==> config.mk <==
export PLATFORM = sky130hd
export DESIGN_NAME = operand_fetch_stage
export DESIGN_NICKNAME = d
export VERILOG_FILES = /design/src/rtl/cpu_pkg.sv /design/src/rtl/bypass_mux.sv /design/src/rtl/operand_fetch_stage.sv
export SDC_FILE = /design/constraint.sdc
export NUM_CORES = 1
export LEC_CHECK = 0
export ABC_CLOCK_PERIOD_IN_PS = 3700
export CAP_MARGIN = 5
export CORE_MARGIN = 5
export CORE_UTILIZATION = 41
export CTS_CLUSTER_DIAMETER = 150
export DETAILED_ROUTE_END_ITERATION = 7
export HOLD_SLACK_MARGIN = 0.08
export MAX_ROUTING_LAYER = met4
export PLACE_DENSITY = 0.81
export SYNTH_ARGS = -nofsm -noshare
export SYNTH_HDL_FRONTEND = slang
export SYNTH_SLANG_ARGS = --single-unit
==> constraint.sdc <==
create_clock -name Clk -period 3.7 [get_ports Clk]
set_input_delay 0.74 -clock Clk [delete_from_list [all_inputs] [get_ports Clk]]
set_output_delay 0.74 -clock Clk [all_outputs]
set_load 0.005 [all_outputs]
==> src/rtl/cpu_pkg.sv <==
// Shared CPU datapath constants: default widths and the hard-wired zero register.
package cpu_pkg;
  localparam int          DEF_DATA_W = 32;
  localparam int          DEF_ADDR_W = 5;
  localparam int          ZERO_REG   = 0;
  localparam logic [15:0] STALL_MAX  = 16'hFFFF;
endpackage

==> src/rtl/bypass_mux.sv <==
// Write-back forwarding for one source operand; register 0 is never forwarded.
module bypass_mux
  import cpu_pkg::*;
#(
  parameter int DATA_W = DEF_DATA_W,
  parameter int ADDR_W = DEF_ADDR_W
) (
  input  logic [ADDR_W-1:0] addr,
  input  logic [DATA_W-1:0] bus,
  input  logic              wb_RegWr,
  input  logic [ADDR_W-1:0] wb_RW,
  input  logic [DATA_W-1:0] wb_BusW,
  output logic [DATA_W-1:0] out
);
  logic fwd;

  always_comb begin
    fwd = wb_RegWr && (wb_RW == addr) && (addr != ADDR_W'(ZERO_REG));
    out = fwd ? wb_BusW : bus;
  end
endmodule

==> src/rtl/operand_fetch_stage.sv <==
// Operand fetch pipeline register with write-back bypass, load-use interlock and flush.
module operand_fetch_stage
  import cpu_pkg::*;
#(
  parameter int DATA_W = DEF_DATA_W,
  parameter int ADDR_W = DEF_ADDR_W
) (
  input  logic              Clk,
  input  logic              Rst,
  input  logic              in_valid,
  output logic              in_ready,
  input  logic [ADDR_W-1:0] RA,
  input  logic [ADDR_W-1:0] RB,
  input  logic [ADDR_W-1:0] in_dst,
  input  logic              in_is_load,
  input  logic [DATA_W-1:0] BusA,
  input  logic [DATA_W-1:0] BusB,
  input  logic              wb_RegWr,
  input  logic [ADDR_W-1:0] wb_RW,
  input  logic [DATA_W-1:0] wb_BusW,
  input  logic              flush,
  output logic              out_valid,
  input  logic              out_ready,
  output logic [DATA_W-1:0] OpA,
  output logic [DATA_W-1:0] OpB,
  output logic [ADDR_W-1:0] out_dst,
  output logic              out_is_load,
  output logic [15:0]       stall_count
);
  logic [1:0][ADDR_W-1:0] srcAddr;
  logic [1:0][DATA_W-1:0] srcBus;
  logic [1:0][DATA_W-1:0] fwdOp;
  logic                   hazard;
  logic                   accept;

  assign srcAddr = {RB, RA};
  assign srcBus  = {BusB, BusA};

  for (genvar i = 0; i < 2; i++) begin : g_byp
    bypass_mux #(.DATA_W(DATA_W), .ADDR_W(ADDR_W)) u_byp (
      .addr     (srcAddr[i]),
      .bus      (srcBus[i]),
      .wb_RegWr (wb_RegWr),
      .wb_RW    (wb_RW),
      .wb_BusW  (wb_BusW),
      .out      (fwdOp[i])
    );
  end

  // A load still in this register cannot feed a dependent instruction; hold it back one cycle.
  always_comb begin
    hazard   = in_valid && out_valid && out_is_load &&
               (out_dst != ADDR_W'(ZERO_REG)) &&
               ((out_dst == RA) || (out_dst == RB));
    in_ready = (!out_valid || out_ready) && !hazard && !flush;
    accept   = in_valid && in_ready;
  end

  always_ff @(posedge Clk or posedge Rst) begin
    if (Rst) begin
      out_valid   <= 1'b0;
      OpA         <= '0;
      OpB         <= '0;
      out_dst     <= '0;
      out_is_load <= 1'b0;
      stall_count <= '0;
    end else begin
      if (hazard && (stall_count != STALL_MAX))
        stall_count <= stall_count + 16'd1;

      if (flush) begin
        out_valid <= 1'b0;
      end else if (accept) begin
        out_valid   <= 1'b1;
        OpA         <= fwdOp[0];
        OpB         <= fwdOp[1];
        out_dst     <= in_dst;
        out_is_load <= in_is_load;
      end else if (out_valid && out_ready) begin
        out_valid <= 1'b0;
      end
    end
  end
endmodule
# --- Word-level counts from Yosys, hierarchy flattened ---
# Cells that the tools add are included.
op_classes:
  addsub: 1
  n_eq_ne: 5
  n_mux: 5
  bitwise: 1
  reduce_logical: 23
ops:
  columns: ["op", "count"]
  rows:
  - ["$mux 32", 2]
  - ["$eq 5x5->1", 4]
  - ["$add 16x1->16 const B", 1]
  - ["$ne 16x16->1 const B", 1]
  - ["$reduce_bool 5->1", 3]
  - ["$logic_and 1x1->1", 13]
  - ["$logic_not 1->1", 3]
  - ["$mux 1", 3]
  - ["$reduce_bool 3->1", 1]
  - ["$logic_or 1x1->1", 2]
  - ["$reduce_and 2->1", 1]
  - ["$not 1->1", 1]
totals:
  ff_bits: 87
  input_bits: 123
  output_inout_bits: 88
  wordCells: 41

# --- Depth between registers and ports, before layout ---
logic_depth:
  word_depth: 10
  ltp_mapped: 8
  mapped_depth_nobuf: 7

# --- Cells and area by module ---
# Synthesis repeated with hierarchy kept, for this count alone.
hier_totals:
  hier_cells: 340
  hier_area_um2: 4848.4
by_module_without_submodules:
  columns: ["mod", "instances", "cells_per_inst", "area_each_um2", "seq_area_each_um2"]
  rows:
  - ["operand_fetch_stage", 1, 250, 3659.8, 2177.1]
  - ["bypass_mux", 2, 45, 594.3, 0.0]

# --- Least setup slack after synthesis ---
# OpenSTA, ideal clock, no wires.
synth_path:
  path_type: "input port to output port"
  from: "input RA[0]"
  to: "output in_ready"
  arrival_ns: 1.781
  required_ns: 2.960
  slack_ns: 1.179
  cell_stages: 6
  n_path_buf: 1
  path_cell_list: "xor2_1 > nor3_2 > a22oi_2 > nor3_4 > buf_2 > nor2b_1"
synth_via:
  elab_chain_cells: 6
synth_lines:
  columns: ["item", "line", "text"]
  rows:
  - ["from (decl)", "operand_fetch_stage.sv:12", "input logic [ADDR_W-1:0] RA,"]
  - ["$eq 5x5->1", "operand_fetch_stage.sv:54", "((out_dst == RA) || (out_dst == RB));"]
  - ["$logic_or 1x1->1", "operand_fetch_stage.sv:54", null]
  - ["$logic_and 1x1->1", "operand_fetch_stage.sv:53", "(out_dst != ADDR_W'(ZERO_REG)) &&"]
  - ["$logic_not 1->1", "operand_fetch_stage.sv:55", "in_ready = (!out_valid || out_ready) && !hazard && !flush;"]
  - ["$logic_and 1x1->1 (2 in series)", "operand_fetch_stage.sv:55", null]
  - ["to (decl)", "operand_fetch_stage.sv:11", "output logic in_ready,"]
# Every way passes these cells.

# --- Worst setup path after layout ---
# Ends and elaborated chain as after synthesis.

==> impl_metrics.py <==
metrics = {
    "outcome": {
        "run_status": "finished clean",
    },
    "layout": {
        "nets": 738,
        "drive_gt1_share_pct": 7.77,
        "finalNonFillerCells": 754,
        "diodes": 0,
        "nFillCells": 813,
        "area_growth_pct": 54.4,
        "post-route-util_pct": 65.3,
    },
    "worst_setup_path": {
        "endpoint_kind": "output port",
        "path_cells": "clkdlybuf4s50_1 > xor2_1 > nor3_2 > a22oi_2 > nor3_4 > nor2b_1 > clkdlybuf4s50_1",
        "required_ns": 2.96,
        "worstSetupPathType": "input port to output port",
        "arrival_ns": 2.58,
        "crit_fanout": 2,
        "start_kind": "input port",
        "crit_slowest_cell": "clkdlybuf4s50_1",
        "cpLargestDelayFamily": "buffers and inverters",
        "critical_path.most_common_cell": "clkdlybuf4s50_1",
        "cp.depth": 7,
        "worst-path-buf-inv": 2,
        "max_stage_delay_ns": 0.52,
        "reg2regPathDepth": 7,
    },
    "placement": {
        "dp.final_hpwl_um": 10200,
        "gp_congestion": 0.873,
        "placed_cells": 739,
        "numPortBuffers": 210,
    },
    "die": {
        "die-area_mm2": 0.0129,
        "coreArea_mm2": 0.0104,
        "row_count": 37,
        "pin_count": 211,
        "die_y_um": 114,
        "start_util_pct": 42.3,
        "fp.dieW_um": 114,
    },
    "clock_tree": {
        "cts_hold_buf": 0,
        "clkSinkCount": 87,
        "cts-buffers-inserted": 9,
        "cts.htree.levels": 3,
        "cts_max_path_buffers": 2,
        "cts_resized": 0,
        "clk_latency_ns": 0.34,
        "root_buffer": "clkbuf_8",
        "tritoncts": "yes",
        "cts.clk_slew.worst_paths_ns": 0.07,
        "post_cts_buffers": 0,
    },
    "routing": {
        "vias": 3814,
        "drtIter0Drc": 191,
        "drt-pass1-iter-count": 4,
        "wl_per_cell_um": 17.1,
        "antenna_left": 0,
        "drc": 0,
        "viasPerCell": 5.06,
        "drt-total-wl_um": 12900,
    },
    "hold_path": {
        "holdPathStages": 2,
        "worstHoldPathType": "flip-flop to flip-flop",
    },
    "synth": {
        "synth_top_area_share_pct": 49.4,
        "ys_types": 37,
        "synth_seq_cells": 87,
        "avgSynthCellArea_um2": 10.8,
        "syn_area_mm2": 0.00440,
        "yosys-top-cells-area": "dfrtp_1 (49%), mux2i_1 (15%), nand2_1 (6.1%), o21ai_0 (4.0%), xor2_1 (3.2%)",
        "synth_fp_nets": 530,
        "synth_cells": 406,
        "yosysTopAreaCell": "dfrtp_1",
        "ys_seq_area_share_pct": 49.4,
        "synth_warnings": 0,
    },
    "power_and_ir_drop": {
        "p_per_area_mw_per_mm2": 367,
        "power.ir.vdd_worst_mv": 0.174,
        "p_leak_nw": 2.72,
    },
    "timing": {
        "slew_viol_final": 0,
        "period_needed_ns": 3.32,
        "hold_violations": 0,
        "rsz0062_at_grt": "false",
        "fmaxAchievable_mhz": 302,
        "skew_ns": 0.0141,
        "tightest_slew_ns": 0.542,
        "setup_viol": 0,
        "finalCritPeriodShare_pct": 89.6,
        "slew_headroom_pct": 63.8,
        "holdWs_ns": 0.477,
        "fin_setup_tns_ns": 0,
    },
    "global_routing": {
        "grt_pass1_vias": 3974,
        "antenna_found_initial": 0,
        "grt_max_degree": 78,
        "grt_pass1_wl_um": 20300,
        "overflow": 0,
        "track_usage_pct": 20.2,
    },
    "run": {
        "max_cap_viol_count": 0,
    },
}
## power by group
part	switching, mW	internal, mW
Sequential	0.0881	1.07
Combinational	0.249	0.426
Clock	0.319	0.345
## metrics by stage
step                total power [mW]  setup slack [ns]  area, um2
floorplan                       1.40             0.710       4400
global placement                1.84             0.435       6600
detailed placement              1.86             0.385       6600
CTS                             2.53             0.385       6800
global route                    2.64             0.323       6800
finish                          2.50             0.384       6800
## flip-flops by register name (all words and copies together) (netlist names)
| register | flops |
|---|---|
| OpA | 32 |
| OpB | 32 |
| out_dst | 5 |
| out_is_load | 1 |
| out_valid | 1 |
| stall_count | 16 |
## cell families after synthesis
group,after synthesis,share of synthesized area [%]
flops,87,49.4
buf+inv,23,4.38
mux,72,17.1
compound gates,71,9.61
xor+xnor,31,6.17
simple gates,121,13.0
fa+ha+maj,1,0.284
## worst register-to-register path, cell delays in order (launching register included)
cell and delay (ns):
dfrtp_1 0.44, ha_1 0.21, nand3_1 0.13, nor3_1 0.21, buf_4 0.17, nand4_1 0.45, nand2_1 0.29, mux2_1 0.34
## cell type report
class	instances	area [um2]	share of cell area, %
inverter	1	5.00	0.0736
timing repair buffer	219	2210	32.5
clock buffer	12	155	2.28
clock inverter	3	42.5	0.626
multi-input combinational	296	2040	30.0
sequential	87	2180	32.0
tap	136	170	2.50
## layout by cell type (no fill, tap or decap), types with 3 or more instances in the layout
| master | n |
|---|---|
| a21oi_1 | 4 |
| and3_1 | 5 |
| buf_12 | 3 |
| buf_4 | 6 |
| clkbuf_8 | 11 |
| clkdlybuf4s50_1 | 210 |
| dfrtp_1 | 87 |
| mux2_4 | 6 |
| mux2i_1 | 64 |
| nand2_1 | 71 |
| nand2b_1 | 3 |
| nand3_1 | 12 |
| nand4_1 | 5 |
| nor2_1 | 5 |
| nor2b_1 | 3 |
| nor3_1 | 5 |
| o21ai_0 | 35 |
| o21ai_1 | 19 |
| o21ai_2 | 10 |
| xnor2_1 | 15 |
| xor2_1 | 16 |
## path summary, 6_finish.rpt
| path | start | slack, ns | to |
|---|---|---|---|
| max | RA[0] | 0.38 | in_ready |
| min | OpB[1]$_DFFE_PP0P_ | 0.48 | OpB[1]$_DFFE_PP0P_ |
| max reg2reg | stall_count[0]$_DFFE_PP0P_ | 1.36 | stall_count[1]$_DFFE_PP0P_ |
| min reg2reg | OpB[1]$_DFFE_PP0P_ | 0.48 | OpB[1]$_DFFE_PP0P_ |
| max in group asynchronous | Rst | 2.37 | OpB[22]$_DFFE_PP0P_ |
| min in group asynchronous | Rst | 0.66 | out_is_load$_DFFE_PP0P_ |
## metal layers
layer / GRT usage [%] / wire (um) / vias up
met5: - / 0 / -
met4: 5.29 / 162 / 0
met3: 4.83 / 1040 / 17
met2: 33.1 / 6290 / 171
met1: 25.1 / 5430 / 1800
li1: - / - / 1826
## synthesized netlist by cell type (all sizes together)
cell and instances:
o311ai 1, clkbuf 6, and4 2, nor4 2
or4 1, mux2 8, inv 1, a21oi 4
xnor2 15, o21ai 64, nand2 71, buf 16
ha 1, and4b 1, and3 5, nand2b 3
dfrtp 87, nor2 8, nor2b 3, a22oi 1
xor2 16, a31oi 1, nor3 8, nand3 12
mux2i 64, nand4 5
Power figures use the tool's default switching activity.
